### config.mk
export PLATFORM = sky130hd
export DESIGN_NAME = atom_via_lite
export DESIGN_NICKNAME = d
export VERILOG_FILES = /design/src/rtl/atom_via_lite.sv
export SDC_FILE = /design/constraint.sdc
export NUM_CORES = 1
export LEC_CHECK = 0
export CAP_MARGIN = 20
export CORE_MARGIN = 2
export CORE_UTILIZATION = 49
export DETAILED_ROUTE_END_ITERATION = 6
export PLACE_DENSITY = 0.81
export RECOVER_POWER = 100
export SLEW_MARGIN = 20
export SYNTH_ARGS = -nofsm -noshare
export SYNTH_HDL_FRONTEND = slang
export SYNTH_SLANG_ARGS = --single-unit
export TNS_END_PERCENT = 10
### constraint.sdc
create_clock -name clk -period 1.9 [get_ports clk]
set_input_delay 0.285 -clock clk [delete_from_list [all_inputs] [get_ports clk]]
set_output_delay 0.285 -clock clk [all_outputs]
set_load 0.01 [all_outputs]
### src/rtl/atom_via_lite.sv
// Atom 6522-style VIA, reduced: ports A/B, timer 1 (one-shot/free-run, PB7),
// timer 2 (one-shot interval only), IFR/IER interrupt logic. SR reads as zero.
module atom_via_lite (
  input  logic       clk,
  input  logic       reset,
  input  logic       cs,
  input  logic       rnw,
  input  logic [3:0] addr,
  input  logic [7:0] din,
  output logic [7:0] dout,
  input  logic [7:0] pa_in,
  output logic [7:0] pa_out,
  output logic [7:0] pa_oe,
  input  logic [7:0] pb_in,
  output logic [7:0] pb_out,
  output logic [7:0] pb_oe,
  output logic       irq_n
);

  logic [7:0]  ora, orb, ddra, ddrb, acr, pcr;
  logic [6:0]  ifr, ier;
  logic [15:0] t1_lat, t1_cnt, t2_cnt;
  logic [7:0]  t2_lat_lo;
  logic        t1_armed, t2_armed, t1_pb7;

  logic        wr, rd, irq;
  logic        t1_load, t2_load, t1_zero, t1_fire, t2_fire;
  logic [6:0]  ifr_clr, ifr_set;
  logic [7:0]  irb;

  assign wr = cs & ~rnw;
  assign rd = cs & rnw;

  // A counter-high write in the same cycle as a timeout suppresses the set.
  assign t1_load = wr && (addr == 4'h5);
  assign t2_load = wr && (addr == 4'h9);
  assign t1_zero = (t1_cnt == 16'h0000);
  assign t1_fire = t1_zero && (acr[6] || t1_armed) && !t1_load;
  assign t2_fire = (t2_cnt == 16'h0000) && t2_armed && !t2_load;

  assign ifr_set = {t1_fire, t2_fire, 5'b00000};
  assign irq     = |(ifr & ier);
  assign irq_n   = ~irq;

  assign pa_out = ora;
  assign pa_oe  = ddra;
  assign pb_out = {(acr[7] ? t1_pb7 : orb[7]), orb[6:0]};
  assign pb_oe  = {(acr[7] | ddrb[7]), ddrb[6:0]};

  // Port B input view: output bits read back the latch, input bits the pins.
  always_comb begin
    irb = (orb & ddrb) | (pb_in & ~ddrb);
    if (acr[7]) irb[7] = t1_pb7;
  end

  // Flag clears from bus writes and counter-low reads; sets are applied after.
  always_comb begin
    ifr_clr = '0;
    if (wr && addr == 4'hD) ifr_clr = din[6:0];
    if (wr && (addr == 4'h5 || addr == 4'h7)) ifr_clr[6] = 1'b1;
    if (wr && addr == 4'h9) ifr_clr[5] = 1'b1;
    if (rd && addr == 4'h4) ifr_clr[6] = 1'b1;
    if (rd && addr == 4'h8) ifr_clr[5] = 1'b1;
  end

  // Read mux; zero whenever no read is in progress.
  always_comb begin
    dout = '0;
    if (rd) begin
      case (addr)
        4'h0: dout = irb;
        4'h1: dout = pa_in;
        4'h2: dout = ddrb;
        4'h3: dout = ddra;
        4'h4: dout = t1_cnt[7:0];
        4'h5: dout = t1_cnt[15:8];
        4'h6: dout = t1_lat[7:0];
        4'h7: dout = t1_lat[15:8];
        4'h8: dout = t2_cnt[7:0];
        4'h9: dout = t2_cnt[15:8];
        4'hA: dout = 8'h00;
        4'hB: dout = acr;
        4'hC: dout = pcr;
        4'hD: dout = {irq, ifr};
        4'hE: dout = {1'b1, ier};
        4'hF: dout = pa_in;
      endcase
    end
  end

  // Register file, timers and interrupt flags.
  always_ff @(posedge clk) begin
    if (reset) begin
      ora       <= '0;
      orb       <= '0;
      ddra      <= '0;
      ddrb      <= '0;
      acr       <= '0;
      pcr       <= '0;
      ifr       <= '0;
      ier       <= '0;
      t1_lat    <= '0;
      t1_cnt    <= '0;
      t2_lat_lo <= '0;
      t2_cnt    <= '0;
      t1_armed  <= 1'b0;
      t2_armed  <= 1'b0;
      t1_pb7    <= 1'b0;
    end else begin
      if (wr) begin
        case (addr)
          4'h0: orb <= din;
          4'h1: ora <= din;
          4'h2: ddrb <= din;
          4'h3: ddra <= din;
          4'h4: t1_lat[7:0] <= din;
          4'h5: t1_lat[15:8] <= din;
          4'h6: t1_lat[7:0] <= din;
          4'h7: t1_lat[15:8] <= din;
          4'h8: t2_lat_lo <= din;
          4'hB: acr <= din;
          4'hC: pcr <= din;
          4'hE: ier <= din[7] ? (ier | din[6:0]) : (ier & ~din[6:0]);
          4'hF: ora <= din;
          default: ;
        endcase
      end

      ifr <= (ifr & ~ifr_clr) | ifr_set;

      // Free-run reload reads t1_lat before any same-cycle latch write lands.
      if (t1_load) begin
        t1_cnt   <= {din, t1_lat[7:0]};
        t1_armed <= 1'b1;
        t1_pb7   <= 1'b0;
      end else if (t1_zero) begin
        t1_cnt <= acr[6] ? t1_lat : 16'hFFFF;
        if (t1_fire) begin
          t1_pb7 <= acr[6] ? ~t1_pb7 : 1'b1;
          if (!acr[6]) t1_armed <= 1'b0;
        end
      end else begin
        t1_cnt <= t1_cnt - 16'd1;
      end

      if (t2_load) begin
        t2_cnt   <= {din, t2_lat_lo};
        t2_armed <= 1'b1;
      end else begin
        t2_cnt <= t2_cnt - 16'd1;
        if (t2_fire) t2_armed <= 1'b0;
      end
    end
  end

endmodule
==> flow_metrics.env <==
export IMPL_first_global_vias=7116
export IMPL_share_of_synthesized_cell_area_in_and_or_nand_and_nor_gates=0.220
export IMPL_first_pass_grt_wire_length_mm=39.8
export IMPL_cts_reportedPaths_clkPinSlew_ns=0.06
export IMPL_maxSlewViolCount=0
export IMPL_synth_seq_cells=121
export IMPL_timing_slew_headroom=0.693
export IMPL_fin_tns_setup_ns=-2.85
export IMPL_cp_end_kind="output pin"
export IMPL_chipHeight_um=120
export IMPL_detail_route_first_pass_iterations=6
export IMPL_criticalPathCategory="reg2out"
export IMPL_design_core_area_um2=13100
export IMPL_share_clk_of_total_power=0.341
export IMPL_critical_path_top_delay_family="multiplexers"
export IMPL_dieWidth_um=120
export IMPL_final_fill_count=957
export IMPL_synth_cells=780
export IMPL_drv_cap=0
export IMPL_num_nets_final=1052
export IMPL_outcome="finished, violations left"
export IMPL_crit_path_start_kind="flop"
export IMPL_max_freq_mhz=471
export IMPL_cts_root_buffer="clkbuf_16"
export IMPL_violations="setup timing"
export IMPL_power_share_sequential=0.322
export IMPL_mostFrequentLayoutCells="buf_4 (178), nor2_1 (123), dfxtp_1 (109), mux2i_1 (76), nand2_1 (45)"
export IMPL_wirelength_mm=26.2
export IMPL_avgSynthCellArea_um2=8.40
export IMPL_syn2layout_area_growth_pct=48.6
export IMPL_grt_start_max_net_pins=60
export IMPL_clock_latency_ns=0.43
export IMPL_power_static_leakage_nw=4.34
export IMPL_dpl_worst_slack_ns=-0.994
export IMPL_i_o_pin_cnt=73
export IMPL_total_power_mw=9.30
export IMPL_critical_path_max_stage_delay_ns=0.47
export IMPL_synthesis_yosys_warnings=0
export IMPL_edff_count_synth=0
export IMPL_clockBufferDepth=2
export IMPL_grt_usage=0.367
export IMPL_skew_ns=0.00680
export IMPL_cts_max_level=4
export IMPL_finalSetupViolCount=27
export IMPL_critical_path_n_buffers_inverters=1
export IMPL_route_vias_total=7293
export IMPL_combinationalPowerShare=0.337
export IMPL_min_period_over_period=1.12
export IMPL_period_minus_slack_ns=2.12
export IMPL_worst_endpoint_arrival_ns=1.84
export IMPL_drt_antenna_violating_nets=0
export IMPL_dominant_combinational_cell_family_by_area_after_synthesis="simple AND/OR/NAND/NOR gates"
export IMPL_synth_compound_area_frac=0.171
export IMPL_rows=42
export IMPL_synth_seq_area_share=0.370
export IMPL_synth_ff_type="dfxtp_1"
export IMPL_crit_slowest_cell="mux4_2"
export IMPL_synth_area_mux_share=0.146
export IMPL_mostFrequentLayoutCell="buf_4"
export IMPL_antenna_violations_before_repair=0
export IMPL_netSwitchingFraction=0.333
export IMPL_syn_num_nets=816
export IMPL_buffer_ports_inserted=72
export IMPL_clock_tree_from_tritoncts="yes"
export IMPL_post_cts_hold_buffer_count=0
export IMPL_drc_errors=0
export IMPL_intPower_mw=6.20
export IMPL_placed_area_um2=8850
export IMPL_xor_xnor_portion_of_the_synthesized_cell_area=0.0307
export IMPL_floorplan_die_area_um2=14300
export IMPL_grt_setup_unrepaired="true"
export IMPL_detail_route_iter0_violations=763
export IMPL_cts_num_sinks=121
export IMPL_finalInstanceArea_um2=9740
export IMPL_tightest_slew_ns=0.457
export IMPL_total_switching_power_mw=3.09
export IMPL_synthAdderAreaFrac=0.00764
export IMPL_vias_per_cell=6.06
export IMPL_dpl_hpwl_mm=18.8
export IMPL_power_ir_vdd_worst_mv=0.688
export IMPL_cts_buffers_inserted=17
export IMPL_cp_data_required_time_ns=1.62
export IMPL_syn_cell_area_um2=6550
export IMPL_overflow_left_after_global_routing=0
export IMPL_cell_chain_of_the_critical_path="mux4_2 > a32oi_2 > a31oi_1 > buf_2"
export IMPL_routedWlPerCell_um=21.8
export IMPL_path_max_fanout=3
export IMPL_drive_above_1_share=0.338
export IMPL_hold_path_class="in2reg"
export IMPL_postSynth_asyncResetShare=0
export IMPL_gp_routability_congestion=0.985
export IMPL_power_per_cell_area_nw_per_um2=955
export IMPL_final_number_of_hold_violating_endpoints=0
export IMPL_final_critical_path_setup_slack_ns=-0.223
export IMPL_floorplan_initialDensity=0.499
export IMPL_antennaDiodeCount=0
export IMPL_synth_cell_type_count=62
-- layer usage --
metal / up-vias / track usage / part of all wire
met1: 3479 / 0.474 / 0.42
met5: - / 0 / 0
met3: 101 / 0.0798 / 0.083
li1: 3283 / - / -
met4: 0 / 0.224 / 0.058
met2: 430 / 0.560 / 0.44
-- Yosys cell counts (3+ instances only) --
| master | number | area, um^2 |
|---|---|---|
| xnor2_1 | 11 | 96.3 |
| inv_1 | 9 | 33.8 |
| a32oi_1 | 4 | 35.0 |
| a221oi_1 | 7 | 61.3 |
| or3_1 | 5 | 31.3 |
| nand3b_1 | 6 | 45.0 |
| o21a_1 | 3 | 22.5 |
| nand2b_1 | 11 | 68.8 |
| a31oi_1 | 5 | 31.3 |
| nor4_1 | 8 | 50.1 |
| o21ai_1 | 3 | 15.0 |
| a311oi_1 | 3 | 26.3 |
| o22ai_1 | 11 | 68.8 |
| xor2_1 | 12 | 105 |
| nand4_1 | 5 | 31.3 |
| a21o_1 | 3 | 22.5 |
| a32o_1 | 6 | 60.1 |
| nor2_1 | 129 | 484 |
| nand2_1 | 45 | 169 |
| ha_1 | 4 | 50.1 |
| nand3_1 | 31 | 155 |
| clkbuf_1 | 46 | 173 |
| mux2_2 | 11 | 124 |
| a22oi_1 | 8 | 60.1 |
| o221ai_1 | 4 | 35.0 |
| o21ai_0 | 24 | 120 |
| and2_1 | 7 | 43.8 |
| a22o_1 | 4 | 35.0 |
| dfxtp_1 | 121 | 2420 |
| buf_1 | 8 | 30.0 |
| mux2i_1 | 79 | 791 |
| buf_4 | 14 | 105 |
| and3_1 | 9 | 56.3 |
| or4_4 | 3 | 33.8 |
| nor2b_1 | 12 | 75.1 |
| nor3_1 | 17 | 85.1 |
| a21oi_1 | 40 | 200 |
| a211oi_1 | 17 | 128 |
| or2_2 | 3 | 18.8 |
-- repair_timing --
item	CTS	global route
setup endpoints to repair	29	33
pin swaps	24	11
gates resized for setup	127	33
buffers inserted	9	0
gates cloned	2	0
-- metrics by stage --
step | std cells | hold WS, ns | util
after floorplan | 780 | 0.432 | -
after global placement | 1162 | 0.464 | 0.673
after detailed placement | 1162 | 0.470 | 0.673
after CTS | 1204 | 0.251 | 0.739
after global routing | 1204 | 0.273 | 0.741
final | 1204 | 0.265 | 0.741
-- power groups by stage --
stage / clock network, mW / logic, mW / registers, mW
2_1_floorplan: 0 / 1.50 / 2.99
6_report: 3.17 / 3.14 / 2.99
5_1_grt: 3.28 / 3.33 / 3.00
3_5_place_dp: 0 / 2.81 / 3.01
3_3_place_gp: 0 / 2.78 / 3.00
4_1_cts: 3.17 / 2.95 / 2.96
-- worst paths after layout --
| check | start | end | slack (ns) | cells after the start |
|---|---|---|---|---|
| min | reset | acr[6] | 0.26 | 2 |
| max | flop | dout[0] | -0.22 | 4 |
| max reg2reg | t1_cnt[14] | t1_cnt[0] | -0.16 | 7 |
| min reg2reg | orb[3] | orb[3] | 0.48 | 2 |
-- cell type report --
type | count | area, um^2 | share of cell area
well taps | 176 | 220 | 0.0226
clock inverters | 14 | 149 | 0.0153
inverters | 10 | 37.5 | 0.00385
multi-input cells | 579 | 4050 | 0.416
clock buffers | 17 | 425 | 0.0437
repair buffers | 287 | 2420 | 0.248
flip-flops and latches | 121 | 2440 | 0.251
-- logic make-up (layout without fill, tap and decap cells) --
logic type / Yosys count / in the layout
buffers and inverters: 80 / 328
DFF: 121 / 121
muxes: 92 / 92
AOI/OAI and AO/OA: 162 / 162
adders and majority gates: 4 / 4
and+or+nand+nor: 298 / 298
xor gates and xnor gates: 23 / 23
-- state kept, by name, summed over array words and instances, names as in the netlist, named ones only --
signal / flops
acr: 8
ddrb: 8
ifr: 7
orb: 8
pa_oe: 8
pa_out: 8
pcr: 8
t1_armed: 1
t1_cnt: 16
t1_lat: 16
t1_pb7: 1
t2_armed: 1
t2_cnt: 16
t2_lat_lo: 8
(Power assumes the default switching activity.)
